**config.mk**
```make
export PLATFORM = sky130hd
export DESIGN_NAME = keypad_entry
export DESIGN_NICKNAME = d
export VERILOG_FILES = /design/src/rtl/keypad_entry.sv
export SDC_FILE = /design/constraint.sdc
export NUM_CORES = 1
export LEC_CHECK = 0
export CAP_MARGIN = 15
export CORE_MARGIN = 2
export CORE_UTILIZATION = 30
export CTS_BUF_LIST = sky130_fd_sc_hd__clkbuf_8
export CTS_CLUSTER_DIAMETER = 60
export DETAILED_ROUTE_END_ITERATION = 8
export GPL_ROUTABILITY_DRIVEN = 0
export MAX_ROUTING_LAYER = met4
export PLACE_DENSITY = 0.57
export SETUP_SLACK_MARGIN = 0.2
export SLEW_MARGIN = 20
export SYNTH_ARGS = -nofsm -noshare
export SYNTH_HDL_FRONTEND = slang
export SYNTH_SLANG_ARGS = --single-unit
```
**constraint.sdc**
```tcl
create_clock -name sys_clk -period 4 [get_ports sys_clk]
set_clock_uncertainty 0.1 [all_clocks]
set_input_delay 0.8 -clock sys_clk [delete_from_list [all_inputs] [get_ports sys_clk]]
set_output_delay 0.8 -clock sys_clk [all_outputs]
set_load 0.1 [all_outputs]
```
**src/rtl/keypad_entry.sv**
```systemverilog
// ---------------------------------------------------------------------------
// keypad_entry
//   4x4 matrix keypad scanner with debounce, plus a two-field numeric entry
//   front end (two 0..99 values and a commit pulse).
//
//   Ports
//     sys_clk    in   clock, all logic on the rising edge
//     sys_rst_n  in   synchronous active-low reset
//     key_col    in   [3:0] keypad columns, active-low, asynchronous
//     key_row    out  [3:0] row drive, one-hot low
//     key_valid  out  one-cycle pulse per accepted press
//     key_code   out  [3:0] legend of the last accepted key
//     freq_a     out  [7:0] field A, 0..99
//     freq_b     out  [7:0] field B, 0..99
//     field_sel  out  0 = editing field A, 1 = field B
//     wr_start   out  one-cycle commit pulse
// ---------------------------------------------------------------------------
module keypad_entry #(
    parameter int SCAN_CNT = 50_000,
    parameter int DEB_CNT  = 20
) (
    input  logic       sys_clk,
    input  logic       sys_rst_n,
    input  logic [3:0] key_col,
    output logic [3:0] key_row,
    output logic       key_valid,
    output logic [3:0] key_code,
    output logic [7:0] freq_a,
    output logic [7:0] freq_b,
    output logic       field_sel,
    output logic       wr_start
);

    localparam int SW = (SCAN_CNT > 1) ? $clog2(SCAN_CNT) : 1;
    localparam int DW = $clog2(DEB_CNT + 1);

    typedef enum logic [1:0] {S_SCAN, S_DEBOUNCE, S_HOLD} state_t;

    state_t          r_state;
    logic [3:0]      r_col_s1, r_col_s2;
    logic [SW-1:0]   r_slot;
    logic [3:0]      r_row;
    logic [3:0]      r_latch;
    logic [1:0]      r_col_idx;
    logic [DW-1:0]   r_deb_cnt;
    logic [DW-1:0]   r_rel_cnt;
    logic            r_key_valid;
    logic [3:0]      r_key_code;
    logic [7:0]      r_freq_a, r_freq_b;
    logic            r_sel;
    logic            r_wr;

    logic            w_slot_end;
    logic            w_one_low;
    logic [1:0]      w_col_idx;
    logic [1:0]      w_row_idx;
    logic [3:0]      w_row_rot;
    logic [7:0]      w_sel_field;
    logic [7:0]      w_digit_val;

    // Row r / column c -> key legend ('*' = E, '#' = F).
    function automatic logic [3:0] legend(input logic [1:0] r, input logic [1:0] c);
        logic [3:0] v;
        case ({r, c})
            4'h0: v = 4'h1;  4'h1: v = 4'h2;  4'h2: v = 4'h3;  4'h3: v = 4'hA;
            4'h4: v = 4'h4;  4'h5: v = 4'h5;  4'h6: v = 4'h6;  4'h7: v = 4'hB;
            4'h8: v = 4'h7;  4'h9: v = 4'h8;  4'hA: v = 4'h9;  4'hB: v = 4'hC;
            4'hC: v = 4'hE;  4'hD: v = 4'h0;  4'hE: v = 4'hF;  default: v = 4'hD;
        endcase
        return v;
    endfunction

    assign w_slot_end = (r_slot == SW'(SCAN_CNT - 1));
    assign w_row_rot  = {r_row[2:0], r_row[3]};

    // Exactly one column low is the only pattern that can start a press;
    // multi-column chords fall into default and are ignored.
    always_comb begin
        w_one_low = 1'b1;
        w_col_idx = 2'd0;
        case (r_col_s2)
            4'b1110: w_col_idx = 2'd0;
            4'b1101: w_col_idx = 2'd1;
            4'b1011: w_col_idx = 2'd2;
            4'b0111: w_col_idx = 2'd3;
            default: w_one_low = 1'b0;
        endcase
    end

    always_comb begin
        case (r_row)
            4'b1101: w_row_idx = 2'd1;
            4'b1011: w_row_idx = 2'd2;
            4'b0111: w_row_idx = 2'd3;
            default: w_row_idx = 2'd0;
        endcase
    end

    // Scanner / debounce FSM. The row is frozen outside SCAN so the same
    // key stays visible while it is being debounced and released.
    always_ff @(posedge sys_clk) begin
        if (!sys_rst_n) begin
            r_state     <= S_SCAN;
            r_col_s1    <= 4'hF;
            r_col_s2    <= 4'hF;
            r_slot      <= '0;
            r_row       <= 4'b1110;
            r_latch     <= 4'hF;
            r_col_idx   <= 2'd0;
            r_deb_cnt   <= '0;
            r_rel_cnt   <= '0;
            r_key_valid <= 1'b0;
            r_key_code  <= 4'h0;
        end else begin
            r_col_s1    <= key_col;
            r_col_s2    <= r_col_s1;
            r_slot      <= w_slot_end ? '0 : r_slot + SW'(1);
            r_key_valid <= 1'b0;
            if (w_slot_end) begin
                case (r_state)
                    S_SCAN: begin
                        if (w_one_low) begin
                            r_latch   <= r_col_s2;
                            r_col_idx <= w_col_idx;
                            r_deb_cnt <= DW'(1);
                            r_state   <= S_DEBOUNCE;
                        end else begin
                            r_row <= w_row_rot;
                        end
                    end
                    S_DEBOUNCE: begin
                        if (r_col_s2 == r_latch) begin
                            // This match is the DEB_CNT-th sample: accept.
                            if (r_deb_cnt == DW'(DEB_CNT - 1)) begin
                                r_key_valid <= 1'b1;
                                r_key_code  <= legend(w_row_idx, r_col_idx);
                                r_deb_cnt   <= '0;
                                r_rel_cnt   <= '0;
                                r_state     <= S_HOLD;
                            end else begin
                                r_deb_cnt <= r_deb_cnt + DW'(1);
                            end
                        end else begin
                            r_state   <= S_SCAN;
                            r_row     <= w_row_rot;
                            r_deb_cnt <= '0;
                        end
                    end
                    S_HOLD: begin
                        if (r_col_s2 == 4'hF) begin
                            if (r_rel_cnt == DW'(DEB_CNT - 1)) begin
                                r_rel_cnt <= '0;
                                r_state   <= S_SCAN;
                                r_row     <= w_row_rot;
                            end else begin
                                r_rel_cnt <= r_rel_cnt + DW'(1);
                            end
                        end else begin
                            r_rel_cnt <= '0;
                        end
                    end
                    default: r_state <= S_SCAN;
                endcase
            end
        end
    end

    // (field mod 10)*10 + d never exceeds 99, so 8 bits hold every step.
    assign w_sel_field = r_sel ? r_freq_b : r_freq_a;
    assign w_digit_val = ((w_sel_field % 8'd10) * 8'd10) + {4'd0, r_key_code};

    // Entry actions, one cycle after key_valid.
    always_ff @(posedge sys_clk) begin
        if (!sys_rst_n) begin
            r_freq_a <= 8'd0;
            r_freq_b <= 8'd0;
            r_sel    <= 1'b0;
            r_wr     <= 1'b0;
        end else begin
            r_wr <= 1'b0;
            if (r_key_valid) begin
                if (r_key_code <= 4'd9) begin
                    if (r_sel) r_freq_b <= w_digit_val;
                    else       r_freq_a <= w_digit_val;
                end else begin
                    case (r_key_code)
                        4'hA: r_sel <= 1'b0;
                        4'hB: r_sel <= 1'b1;
                        4'hC: begin
                            if (r_sel) r_freq_b <= 8'd0;
                            else       r_freq_a <= 8'd0;
                        end
                        4'hD: r_wr <= 1'b1;
                        default: ;
                    endcase
                end
            end
        end
    end

    assign key_row   = r_row;
    assign key_valid = r_key_valid;
    assign key_code  = r_key_code;
    assign freq_a    = r_freq_a;
    assign freq_b    = r_freq_b;
    assign field_sel = r_sel;
    assign wr_start  = r_wr;

endmodule
```
==> metrics.log <==
[metrics] arrival time worst endpoint: ~4.1 ns
[metrics] count of warnings emitted by yosys: 0
[metrics] Async SR Flop Fraction: 0%
[metrics] beginning of the critical path: field_sel
[metrics] flip-flop cell with the highest count after synthesis: dfxtp_1
[metrics] via count of the first global-routing pass: between 3,000 and 4,000
[metrics] power density normalized to cell area: roughly 240 nW/um^2
[metrics] Iter 0 DRT Violations: between 200 and 250
[metrics] buffer type at the clock tree root: clkbuf_8
[metrics] count of standard-cell rows: 42
[metrics] Layout Cell Area excl Fill: between 5000 and 6000 sq um
[metrics] number of enable flip-flop cells after synthesis: 0
[metrics] full die area: roughly 15,000 sq um
[metrics] count of unique library cells instantiated by Yosys: between 70 and 80
[metrics] required time at the worst-slack endpoint: approximately 4.2 ns
[metrics] global-route congestion overflow total: 0
[metrics] most common cell after layout, fill and taps aside: dfxtp_1
[metrics] post-synthesis area per instance: 8.76 sq um
[metrics] worst min-delay path category: flip-flop to flip-flop
[metrics] Hold Vio Cnt, Final: 0
[metrics] worst ir drop on vdd: about 0.00024 V
[metrics] number of max-cap violations: 0
[metrics] top-area cell type share of the netlist area: 33.5%
[metrics] buffer depth of the longest clock path: 2
[metrics] leading cell types in the layout, fill and taps excluded: dfxtp_1, nand2_1, nor2_1
[metrics] hold_sp: r_col_s1[2]
[metrics] total global routing track utilization: approximately 14%
[metrics] library cell occupying the most area in the post-synthesis netlist: dfxtp_1
[metrics] startpoint-to-endpoint class of the critical path: flip-flop to flip-flop
[metrics] slew margin rel.: between 30 and 40%
[metrics] layout cells sized above 1: approximately a fifth
[metrics] cts-stage hold buffer count: 0
[metrics] Starting Density: ~30%
[metrics] Layout area overhead: 25.7%
[metrics] launch point of the worst reg-to-reg path: field_sel
[metrics] Area contributors post-synth: dfxtp_1, ha_1, nand2_1
[metrics] post-route worst setup slack: approximately 0.073 ns
[metrics] endpoint type of the worst setup path: flip-flop
[metrics] Worst Max-Slew Pin Slew: 0.994 ns
[metrics] terminus of the critical flop-to-flop path: freq_a[6]
[metrics] RSZ-0062 raised after global routing: true
[metrics] post-place setup slack: between 0.02 and 0.025 ns
[metrics] flip-flop and latch count after synthesis: 69
[metrics] number of setup violations in the final report: 0
[metrics] worst hold slack after final layout: 0.313 ns
[metrics] Pleak: just under 2 nW
[metrics] residual DRC count: 0
[metrics] maximum fanout along the worst path: 11
[metrics] area of the placeable core: between 10,000 and 15,000 sq um
[metrics] sequential element share of the synthesized area: 33.5%
[metrics] die span in y: 121 um
[metrics] vias after detailed routing: between 3,000 and 4,000
[metrics] number of input and output port buffers inserted: 32
[metrics] global-route wire length before repair: 15,800 um
[metrics] number of standard cells after synthesis: ~470
[metrics] Diodes inserted: 0
[metrics] final worst path period need: a little under 4 ns
[metrics] area of the mapped netlist: between 4000 and 5000 sq um
[metrics] Clock H-tree levels: 3
[metrics] standard cell area after detailed placement: 4750 sq um
[metrics] CP Capture Point: freq_a[6]
[metrics] TritonCTS clock tree: done
[metrics] number of iterations in the first detailed-routing pass: 5
[metrics] r2r setup slk: roughly 0.073 ns
[metrics] final layout net count: about 550
[metrics] worst skew pair latency: around 0.36 ns
[metrics] worst r2r path cells: 17
[metrics] CTS buffer count: 9
[metrics] count of pins on the block boundary: 33
[metrics] DPL Wire Length: a little under 7000 um
[metrics] pin count of the biggest net entering global routing: 27
[metrics] highest attainable clock frequency: 255 MHz
[metrics] per-cell routed wire length: ~14 um
[metrics] antenna viol nets, final: 0
[metrics] outcome: finished clean
[metrics] vias per cell: 5.00
[metrics] share of the core filled with cells: slightly below 40%
[metrics] initial antenna violation count: 0
[metrics] Slew Limit Fails: 0
[metrics] clock transition at the register clock pins on the worst setup and hold paths after CTS: 0.08 ns
[metrics] post-route fraction of the period consumed by the critical path: 98.2%
[metrics] Final Routed Wirelength: between 9000 and 10,000 um
[metrics] Clock Sink Count: 69
[metrics] Worst setup SP type: flip-flop
[metrics] die width: 121 um
[area by class of cell]
type | instances | area, sq um
clock buffers | 11 | 151
clock inverters | 5 | 27.5
fillers | 1412 | 8160
inverters | 11 | 41.3
multi-input cells | 372 | 2790
flip-flops and latches | 69 | 1410
well taps | 176 | 220
repair buffers | 59 | 542
[kinds of logic (layout without fill, tap and decap cells)]
| group | after synthesis | in the layout | share of synthesized area, % |
|---|---|---|---|
| other | 1 | 2 | 0.0909 |
| XOR/XNOR | 29 | 29 | 6.67 |
| AO/OA/AOI/OAI | 86 | 86 | 13.6 |
| flip-flops | 69 | 69 | 33.5 |
| adder cells (fa/ha/maj) | 20 | 20 | 6.43 |
| buffers and inverters | 31 | 86 | 3.76 |
| AND/OR/NAND/NOR | 209 | 209 | 28.8 |
| multiplexers | 26 | 26 | 7.16 |
[how the worst min path moves through the flow]
stage / to / slack (ns) / cells past startpoint
detailed placement: r_col_s2[2] / 0.30 / 1
global placement: r_col_s2[3] / 0.29 / 1
finish: r_col_s2[2] / 0.31 / 1
global route: r_col_s2[3] / 0.33 / 1
CTS: r_col_s2[2] / 0.32 / 1
floorplan: r_col_s2[0] / 0.29 / 1
[synthesized netlist by cell type (all sizes together) (9+ instances only)]
master / instances
nand2: 49
nand2b: 14
buf: 10
nor2: 40
mux2i: 19
a21oi: 32
o21ai: 24
nand3: 22
dfxtp: 69
nor3: 9
clkbuf: 10
xor2: 13
xnor2: 15
or3: 12
inv: 11
nand4: 9
ha: 18
[worst max-delay path, cell delays in order (launching register included)]
cell and delay [ns]:
dfxtp_4 0.38, buf_4 0.19, or3b_4 0.43, a21oi_1 0.19
o21bai_2 0.16, a2111oi_4 0.10, buf_4 0.17, or3_4 0.37
nand3_4 0.08, ha_4 0.21, ha_4 0.16, inv_2 0.05
fa_2 0.44, nand2b_4 0.16, or3_4 0.32, a21oi_2 0.15
nand2_1 0.06, a21oi_1 0.12
[where the power goes]
part           switching [W]   total, W  leakage [nW]  internal [W]
logic              0.0000281  0.0000494          1.28     0.0000213
registers         0.00000539   0.000695         0.567      0.000689
clock network       0.000266   0.000521         0.102      0.000255
[flip-flops by register name (all words and copies together) (netlist names)]
name / count
field_sel: 1
r_state: 2
key_valid: 1
key_code: 4
wr_start: 1
r_col_s1: 4
r_rel_cnt: 5
freq_a: 8
freq_b: 8
r_col_s2: 4
r_deb_cnt: 5
r_latch: 4
r_slot: 16
r_col_idx: 2
key_row: 4
[timing repair]
action	CTS	global route
resized for setup	15	15
buffers inserted	12	7
setup endpoints to repair	4	8
pin swaps	15	15
[routing by layer]
layer  routed length [um]  track usage [%]  share of wire (%)  vias to the layer above
met5                    0                -                  0                        -
met3                  367             2.63                3.8                       17
li1                     -                -                  -                     1777
met1                 4440             17.0                 46                     1661
met4                  163             6.32                1.7                        0
met2                 4730             22.5                 49                       60
[per-stage QoR]
stage / total power [W] / setup TNS [ns] / instances
after floorplan: 0.000746 / 0 / 472
after global placement: 0.000760 / 0 / 668
after detailed placement: 0.000761 / 0 / 668
after CTS: 0.00129 / 0 / 696
after global routing: 0.00132 / -0.0797 / 703
final: 0.00127 / 0 / 703
No activity file was read; power rests on OpenSTA's default activity.
